`src/rtl/pipeline_control_if.sv`:
```
// Decode/hazard handshake bundle between the pipeline and its hazard control.
// CNT_W sizes the stall performance counter carried back to the pipeline.
interface pipeline_control_if #(
    parameter int CNT_W = 16
);
    logic             id_valid;
    logic [4:0]       id_rs1;
    logic [4:0]       id_rs2;
    logic             id_rs1_used;
    logic             id_rs2_used;
    logic [4:0]       id_rd;
    logic             id_rd_we;
    logic             id_is_load;
    logic             ex_redirect;
    logic             stall;
    logic             flush;
    logic             bubble;
    logic [CNT_W-1:0] stall_count;

    modport master (
        output id_valid, id_rs1, id_rs2, id_rs1_used, id_rs2_used,
        output id_rd, id_rd_we, id_is_load, ex_redirect,
        input  stall, flush, bubble, stall_count
    );

    modport slave (
        input  id_valid, id_rs1, id_rs2, id_rs1_used, id_rs2_used,
        input  id_rd, id_rd_we, id_is_load, ex_redirect,
        output stall, flush, bubble, stall_count
    );
endinterface

```
`src/rtl/pipeline_control.sv`:
```
// Hazard/flush control: EX/MEM scoreboard, redirect flush FSM, stall counter.
// Define PIPELINE_CONTROL_FORWARD_EN when the datapath forwards from EX/MEM.
module pipeline_control #(
    parameter int FLUSH_CYCLES = 2,
    parameter int CNT_W        = 16
) (
    input  logic               i_clk,
    input  logic               i_rst_n,
    pipeline_control_if.slave  bus
);
    typedef enum logic {RUN, FLUSH} state_t;

    typedef struct packed {
        logic       valid;
        logic [4:0] rd;
        logic       we;
        logic       ld;
    } sb_t;

    localparam logic [2:0] LP_FC = 3'(FLUSH_CYCLES);

    state_t           r_state;
    state_t           w_state_nx;
    logic [2:0]       r_fcnt;
    logic [2:0]       w_fcnt_nx;
    sb_t              r_ex;
    sb_t              r_mem;
    sb_t              w_id;
    logic [CNT_W-1:0] r_cnt;
    logic             w_flush;
    logic             w_hz_ex;
    logic             w_hz_mem;
    logic             w_hz;
    logic             w_stall;
    logic             w_flush_o;

    function automatic logic f_match(
        input sb_t        e,
        input logic [4:0] src,
        input logic       used,
        input logic       need_ld
    );
        return e.valid & e.we & used & (e.rd == src)
             & (e.rd != 5'd0) & (e.ld | ~need_ld);
    endfunction

    always_comb begin
        w_state_nx = r_state;
        w_fcnt_nx  = r_fcnt;
        w_flush    = 1'b0;
        unique case (r_state)
            RUN: begin
                if (bus.ex_redirect) begin
                    w_flush = 1'b1;
                    if (LP_FC > 3'd1) begin
                        w_state_nx = FLUSH;
                        w_fcnt_nx  = LP_FC - 3'd1;
                    end
                end
            end
            FLUSH: begin
                w_flush   = 1'b1;
                w_fcnt_nx = r_fcnt - 3'd1;
                if (r_fcnt <= 3'd1) begin
                    w_state_nx = RUN;
                    w_fcnt_nx  = 3'd0;
                end
            end
            default: begin
                w_state_nx = RUN;
                w_fcnt_nx  = 3'd0;
            end
        endcase
    end

`ifdef PIPELINE_CONTROL_FORWARD_EN
    // Forwarding covers everything except a load still in EX.
    always_comb begin
        w_hz_ex  = f_match(r_ex, bus.id_rs1, bus.id_rs1_used, 1'b1)
                 | f_match(r_ex, bus.id_rs2, bus.id_rs2_used, 1'b1);
        w_hz_mem = 1'b0;
        w_hz     = w_hz_ex;
    end
`else
    always_comb begin
        w_hz_ex  = f_match(r_ex, bus.id_rs1, bus.id_rs1_used, 1'b0)
                 | f_match(r_ex, bus.id_rs2, bus.id_rs2_used, 1'b0);
        w_hz_mem = f_match(r_mem, bus.id_rs1, bus.id_rs1_used, 1'b0)
                 | f_match(r_mem, bus.id_rs2, bus.id_rs2_used, 1'b0);
        w_hz     = w_hz_ex | w_hz_mem;
    end
`endif

    // Outputs are held quiet while reset is asserted, whatever the inputs.
    assign w_flush_o       = i_rst_n & w_flush;
    assign w_stall         = i_rst_n & w_hz & ~w_flush;
    assign bus.flush       = w_flush_o;
    assign bus.stall       = w_stall;
    assign bus.bubble      = w_stall | w_flush_o;
    assign bus.stall_count = r_cnt;

    assign w_id = '{valid: 1'b1, rd: bus.id_rd,
                    we: bus.id_rd_we, ld: bus.id_is_load};

    always_ff @(posedge i_clk or negedge i_rst_n) begin
        if (!i_rst_n) begin
            r_state <= RUN;
            r_fcnt  <= 3'd0;
        end else begin
            r_state <= w_state_nx;
            r_fcnt  <= w_fcnt_nx;
        end
    end

    always_ff @(posedge i_clk or negedge i_rst_n) begin
        if (!i_rst_n) begin
            r_ex  <= '0;
            r_mem <= '0;
        end else begin
            r_mem <= w_flush_o ? '0 : r_ex;
            if (w_stall || w_flush_o || !bus.id_valid)
                r_ex <= '0;
            else
                r_ex <= w_id;
        end
    end

    always_ff @(posedge i_clk or negedge i_rst_n) begin
        if (!i_rst_n)
            r_cnt <= '0;
        else if (w_stall && (r_cnt != '1))
            r_cnt <= r_cnt + CNT_W'(1);
    end
endmodule

```
`src/flat_wrapper.sv`:
```
// flat-port wrapper written by rule: the top's interface ports become plain ports
module pipeline_control_flat 
#(
    parameter int FLUSH_CYCLES = 2,
    parameter int CNT_W        = 16
)
  (i_clk, i_rst_n, bus_id_valid, bus_id_rs1, bus_id_rs2, bus_id_rs1_used, bus_id_rs2_used, bus_id_rd, bus_id_rd_we, bus_id_is_load, bus_ex_redirect, bus_stall, bus_flush, bus_bubble, bus_stall_count);
  pipeline_control_if #(.CNT_W(CNT_W)) bus_i ();
  input  logic i_clk;
  input  logic i_rst_n;
  input wire logic [$bits(bus_i.id_valid)-1:0] bus_id_valid;
  input wire logic [$bits(bus_i.id_rs1)-1:0] bus_id_rs1;
  input wire logic [$bits(bus_i.id_rs2)-1:0] bus_id_rs2;
  input wire logic [$bits(bus_i.id_rs1_used)-1:0] bus_id_rs1_used;
  input wire logic [$bits(bus_i.id_rs2_used)-1:0] bus_id_rs2_used;
  input wire logic [$bits(bus_i.id_rd)-1:0] bus_id_rd;
  input wire logic [$bits(bus_i.id_rd_we)-1:0] bus_id_rd_we;
  input wire logic [$bits(bus_i.id_is_load)-1:0] bus_id_is_load;
  input wire logic [$bits(bus_i.ex_redirect)-1:0] bus_ex_redirect;
  output wire logic [$bits(bus_i.stall)-1:0] bus_stall;
  output wire logic [$bits(bus_i.flush)-1:0] bus_flush;
  output wire logic [$bits(bus_i.bubble)-1:0] bus_bubble;
  output wire logic [$bits(bus_i.stall_count)-1:0] bus_stall_count;
  assign bus_i.id_valid = bus_id_valid;
  assign bus_i.id_rs1 = bus_id_rs1;
  assign bus_i.id_rs2 = bus_id_rs2;
  assign bus_i.id_rs1_used = bus_id_rs1_used;
  assign bus_i.id_rs2_used = bus_id_rs2_used;
  assign bus_i.id_rd = bus_id_rd;
  assign bus_i.id_rd_we = bus_id_rd_we;
  assign bus_i.id_is_load = bus_id_is_load;
  assign bus_i.ex_redirect = bus_ex_redirect;
  assign bus_stall = bus_i.stall;
  assign bus_flush = bus_i.flush;
  assign bus_bubble = bus_i.bubble;
  assign bus_stall_count = bus_i.stall_count;
  pipeline_control #(.FLUSH_CYCLES(FLUSH_CYCLES), .CNT_W(CNT_W)) u_core (.i_clk(i_clk), .i_rst_n(i_rst_n), .bus(bus_i));
endmodule
```
`config.mk`:
```
export PLATFORM = sky130hd
export DESIGN_NAME = pipeline_control_flat
export DESIGN_NICKNAME = d
export VERILOG_FILES = /design/src/rtl/pipeline_control_if.sv /design/src/rtl/pipeline_control.sv /design/src/flat_wrapper.sv
export SDC_FILE = /design/constraint.sdc
export NUM_CORES = 1
export LEC_CHECK = 0
export CAP_MARGIN = 25
export CORE_MARGIN = 10
export CORE_UTILIZATION = 52
export CTS_CLUSTER_DIAMETER = 80
export DETAILED_ROUTE_END_ITERATION = 7
export GPL_TIMING_DRIVEN = 1
export PLACE_DENSITY = 0.83
export SLEW_MARGIN = 30
export SYNTH_ARGS = -nofsm -noshare
export SYNTH_HDL_FRONTEND = slang
export SYNTH_SLANG_ARGS = --single-unit
```
`constraint.sdc`:
```
create_clock -name i_clk -period 3.7 [get_ports i_clk]
set_clock_uncertainty 0.2 [all_clocks]
set_input_delay 0.555 -clock i_clk [delete_from_list [all_inputs] [get_ports i_clk]]
set_output_delay 0.555 -clock i_clk [all_outputs]
set_load 0.02 [all_outputs]
```
==> results of run 1 <==
-- power by group through the flow --
| stage | clock (uW) | sequential [uW] | combinational [uW] |
|---|---|---|---|
| after floorplan | 0 | 426 | 128 |
| after global placement | 0 | 439 | 170 |
| final | 274 | 436 | 180 |
| after CTS | 282 | 436 | 182 |
| after detailed placement | 0 | 444 | 181 |
| after global routing | 302 | 441 | 201 |
-- synth_stat cells --
cell	n
o31ai_1	2
and3_1	3
a32oi_2	1
o22ai_1	2
nand2_1	12
nor3b_1	4
o21a_1	1
nand2b_1	1
o2111a_1	2
nor2_1	10
a21boi_0	1
dfrtp_1	34
inv_1	4
xor2_1	12
ha_1	3
and2_1	13
mux2_4	1
a22oi_2	1
o21ai_0	1
o21bai_1	1
clkbuf_1	1
buf_4	1
a21oi_1	3
and4_1	1
nor2b_1	1
or4_1	2
buf_6	1
a31oi_1	1
o2111ai_1	1
nand4_1	5
nor3_1	5
o21ai_1	1
xnor2_1	22
nand3_1	7
-- cell families after synthesis --
family / after synthesis / share of synthesized area, %
flops: 34 / 49.45
buf+inv: 7 / 2.181
compound gates: 18 / 8.218
fa+ha+maj: 3 / 2.182
simple gates: 64 / 19.78
xor+xnor: 34 / 17.31
mux: 1 / 0.8725
-- worst reg2reg max path: cells and delay by family, from the launching register on --
| kind | cells | cell delay [ns] |
|---|---|---|
| AOI/OAI and AO/OA | 3 | 0.91 |
| and+or+nand+nor | 1 | 0.57 |
| DFF | 1 | 0.44 |
| muxes | 1 | 0.36 |
-- worst paths after layout --
| kind | from | endpoint | slack, ns | cells after the start |
|---|---|---|---|---|
| worst max-delay path | bus_ex_redirect | bus_bubble | 0.36 | 6 |
| worst min-delay path | u_core.r_fcnt[2] | u_core.r_fcnt[2] | 0.29 | 1 |
| worst max register to register | u_core.r_ex[5] | u_core.bus.stall_count[1] | 1.12 | 5 |
| worst min register to register | u_core.r_fcnt[2] | u_core.r_fcnt[2] | 0.29 | 1 |
| max in group asynchronous | i_rst_n | u_core.r_mem[1] | 2.55 | 2 |
| min in group asynchronous | i_rst_n | u_core.bus.stall_count[0] | 0.44 | 2 |
-- per-stage QoR --
| stage | instance area, um^2 | cells |
|---|---|---|
| 6_report | 2242 | 250 |
| 3_3_place_gp | 2161 | 243 |
| 3_5_place_dp | 2161 | 243 |
| 4_1_cts | 2242 | 250 |
| 5_1_grt | 2242 | 250 |
| 2_1_floorplan | 1720 | 161 |
-- metal layers --
| metal | GRT usage [%] | up-vias |
|---|---|---|
| met3 | 4.378 | 9 |
| met1 | 14.74 | 639 |
| met5 | 0 | - |
| met2 | 22.07 | 43 |
| li1 | - | 639 |
| met4 | 6.752 | 0 |
-- cell type report --
class,count,area (um^2)
clock buffer,6,51.30
clock inverter,1,30.03
fill,265,860.8
inverter,4,15.01
multi-input combinational,120,832.0
sequential,34,850.8
tap,44,55.05
timing repair buffer,41,407.9
-- registers in the layout (all words and copies together), names as in the netlist --
register / cells
u_core.r_state: 1
u_core.r_fcnt: 3
u_core.r_ex: 7
u_core.bus.stall_count: 16
u_core.r_mem: 7
==> flow_summary.yaml, run 1 <==
yosys:
  postSynthCellCount: 161
  synthTopCellsByArea: "dfrtp_1, xnor2_1, xor2_1, and2_1, nand2_1"
  syn-num-nets: 187
  ys_warn_count: 0
  synth_seq_area_share_pct: 49.45
  ys_seq_elements: 34
  synth_area_um2: 1720
  ys_types: 34
  synth_top_area_share_pct: 49.45
  synth_area_per_cell_um2: 10.69
  synth_top_area_cell: "dfrtp_1"
place:
  dpl.hpwl_um: 3131
  gp_congestion: 0.9050
  dp_slack_ns: 0.3462
  port_buffers: 40
cts:
  cts_made_buffers: 5
  ctsLongestPathBuffers: 2
  clk_latency_ns: 0.33
  cts-root-buf: "clkbuf_4"
  cts.repair.resized: 0
  cts_sinks: 34
  htree_num_levels: 2
  clkTransAtPathRegs_ns: 0.09
  tritoncts: "built"
  holdBufCountCts: 0
  postCtsSetupBuffers: 0
setup_path:
  crit_fanout: 5
  arrival_ns: 2.58
  crit_path_cell_trace: "clkdlybuf4s50_1, nor3b_1, o2111a_1, a22oi_2, nand2_1, clkdlybuf4s50_1"
  setup.worst_path.start_class: "input pin"
  critical_path.top_delay_family: "buffers and inverters"
  worstPathRequired_ns: 2.94
  slowest_stage: "clkdlybuf4s50_1"
  crit_top_cell: "clkdlybuf4s50_1"
  critPathBufInv: 2
  end_kind: "output port"
  path_class: "input pin to output port"
  slowest_delay_ns: 0.62
finish:
  fin_util_pct: 72.26
  fin_nets: 232
  diodes: 0
  layout-drive-gt1-share_pct: 5.340
  area_delta_synth_final_pct: 30.33
  final_cell_mix: "clkdlybuf4s50_1, dfrtp_1, xnor2_1"
  final_common_cell: "clkdlybuf4s50_1"
sta:
  setup_viol: 0
  worst_slew_pin_slew_ns: 0.7548
  hold_violations: 0
  fmax_mhz: 299.4
  slew_headroom_pct: 49.68
  whs_ns: 0.2936
  period_needed_ns: 3.340
  fin_tns_setup_ns: 0
  period_share_pct: 90.27
  drv_slew: 0
  rsz0062_at_grt: "no"
  layout_setup_ws_ns: 0.3602
power:
  clkPwrFrac_pct: 30.8
  p_sw_share_pct: 27.08
  p_switching_uw: 241.0
  p_leak_uw: 0.001004
  power.total_uw: 889.9
  power_density_nw_per_um2: 396.9
  combPwrFrac_pct: 20.2
  internal_power_uw: 648.9
  ir_drop_v: 0.0002117
  seqPwrFrac_pct: 49.0
floorplanning:
  die-area_um2: 6009
  ios: 42
  fp-row-count: 20
  coreArea_um2: 3103
  die_x_um: 77.52
  die_h_um: 77.52
  initial_utilization_pct: 55.44
worst_hold_path:
  hold_class: "flop to flop"
detailed_routing:
  top_layer: "met4"
  wl_met1_um: 1569
  wl_um: 3918
  wl_met3_um: 236
  drt_iter0_drc: 74
  antenna_left: 0
  vias: 1330
  drc_errors: 0
  wire_per_inst_um: 15.67
  drt_first_pass_iters: 4
  routed_via_density: 5.320
  wl_met2_um: 2005
run:
  drv_cap: 0
outcome:
  status: "complete, no violations"
global_route:
  grt_max_degree: 36
  antenna_found_initial: 0
  track_usage_pct: 13.22
  grt_pass1_vias: 1356
  grt_overflow: 0
  grt_first_pass_wirelength_um: 6430
No activity file was read; power rests on OpenSTA's default activity.
==> run 2, diff against run 1 <==
Settings changed: SLEW_MARGIN 30 to not set.
==> results of run 2 <==
Final layout, timing and power as in run 1 (identical DEF).
==> run 3, diff against run 2 <==
Settings changed: PLACE_DENSITY 0.83 to 0.92.
==> flow_summary.yaml, run 3 (synthesized netlist as in run 1, its figures left out) <==
outcome:
  status: "complete, no violations"
sta:
  setup_viol: 0
  hold_violations: 0
  drv_slew: 0
  fmax_mhz: 293.3
  slew_headroom_pct: 46.58
  fin_tns_setup_ns: 0
  worst_slew_pin_slew_ns: 0.8013
  period_share_pct: 92.15
  layout_setup_ws_ns: 0.2903
  rsz0062_at_grt: "no"
  period_needed_ns: 3.410
cts:
  clkTransAtPathRegs_ns: 0.11
  holdBufCountCts: 0
  clk_latency_ns: 0.34
  tritoncts: "built"
  cts_made_buffers: 5
  cts.repair.resized: 0
  ctsLongestPathBuffers: 2
  postCtsSetupBuffers: 0
  htree_num_levels: 2
  cts-root-buf: "clkbuf_4"
  cts_sinks: 34
floorplanning:
  ios: 42
  coreArea_um2: 3103
  die_x_um: 77.52
  initial_utilization_pct: 55.44
  fp-row-count: 20
  die_h_um: 77.52
  die-area_um2: 6009
finish:
  largest_reg_flops: 16
  area_delta_synth_final_pct: 30.18
  fill_cells: 247
  fin_nets: 232
  layout-drive-gt1-share_pct: 5.797
  final_common_cell: "clkdlybuf4s50_1"
  final_cell_mix: "clkdlybuf4s50_1, dfrtp_1, xnor2_1"
  diodes: 0
place:
  dpl.hpwl_um: 3093
  dp_slack_ns: 0.2960
  port_buffers: 40
  gp_congestion: 0.8450
global_route:
  antenna_found_initial: 0
  track_usage_pct: 13.90
  grt_overflow: 0
  grt_first_pass_wirelength_um: 6810
  grt_max_degree: 36
  grt_pass1_vias: 1437
detailed_routing:
  drc_errors: 0
  drt_first_pass_iters: 4
  drt_iter0_drc: 59
  antenna_left: 0
  routed_via_density: 5.291
  wire_per_inst_um: 16.16
  vias: 1328
  wl_um: 4056
setup_path:
  slowest_stage: "clkdlybuf4s50_1"
  crit_path_cell_trace: "clkdlybuf4s50_1, xnor2_1, nand4_1, o22ai_1, a22oi_2, nand2_1, clkdlybuf4s50_1"
  path_class: "input pin to output port"
  worstPathRequired_ns: 2.94
  crit_fanout: 5
  end_kind: "output port"
  crit_top_cell: "clkdlybuf4s50_1"
  arrival_ns: 2.65
  slowest_delay_ns: 0.63
  setup.worst_path.start_class: "input pin"
power:
  ir_drop_v: 0.0003342
  p_leak_uw: 0.001004
  power_density_nw_per_um2: 391.3
worst_hold_path:
  hold_class: "flop to flop"
run:
  drv_cap: 0
run 3: cell count changes in the layout (fill, tap and decap cells not counted):
cell | before | now
clkbuf_8 | 1 | 3
bufinv_16 | 1 | 0
run 3: path summary, 6_finish.rpt:
path,slack [ns],startpoint,cells after the start,to
worst min-delay path,0.29,u_core.r_fcnt[2],1,u_core.r_fcnt[2]
min in group asynchronous,0.46,i_rst_n,2,u_core.bus.stall_count[6]
worst max-delay path,0.29,bus_id_rs2[2],7,bus_bubble
worst max register to register,1.09,u_core.r_mem[3],4,u_core.bus.stall_count[1]
max in group asynchronous,2.52,i_rst_n,2,u_core.r_mem[4]
worst min register to register,0.29,u_core.r_fcnt[2],1,u_core.r_fcnt[2]
run 3: final cells by class:
type	count	area, um^2	area share [%]
inverter	4	15.01	0.6704
sequential	34	850.8	37.99
clock buffer	8	78.83	3.520
tap	44	55.05	2.458
timing repair buffer	41	407.9	18.21
multi-input combinational	120	832.0	37.15
run 3: per-stage QoR:
stage	instance area [um^2]	utilization, %	hold WS, ns	power, uW	instances
2_1_floorplan	1720	-	0.05941	553.9	161
3_3_place_gp	2161	69.64	0.2612	606.3	243
3_5_place_dp	2161	69.64	0.2796	629.9	243
4_1_cts	2240	72.18	0.2979	883.7	251
5_1_grt	2240	72.18	0.3077	923.4	251
6_report	2240	72.18	0.2924	876.3	251
run 3: metal layers:
layer | share of wire [%] | vias to the layer above | GRT usage, % | routed length (um)
li1 | - | 641 | - | -
met1 | 43 | 647 | 15.25 | 1734
met2 | 51 | 34 | 24.16 | 2060
met3 | 4.9 | 6 | 4.378 | 197
met4 | 1.6 | 0 | 6.022 | 63
met5 | 0 | - | 0 | 0
run 3: worst max-delay path, delay by kind of cell:
| family | cells | cell delay, ns |
|---|---|---|
| AOI/OAI and AO/OA | 2 | 0.54 |
| buffers and inverters | 2 | 1.09 |
| xor gates and xnor gates | 1 | 0.24 |
| and+or+nand+nor | 2 | 0.24 |
run 3: report_power, final:
group	total [uW]	switching, uW	internal [uW]
clock network	254	124	130
logic	188	97.3	90.7
registers	435	32.6	402
total	876	254	623
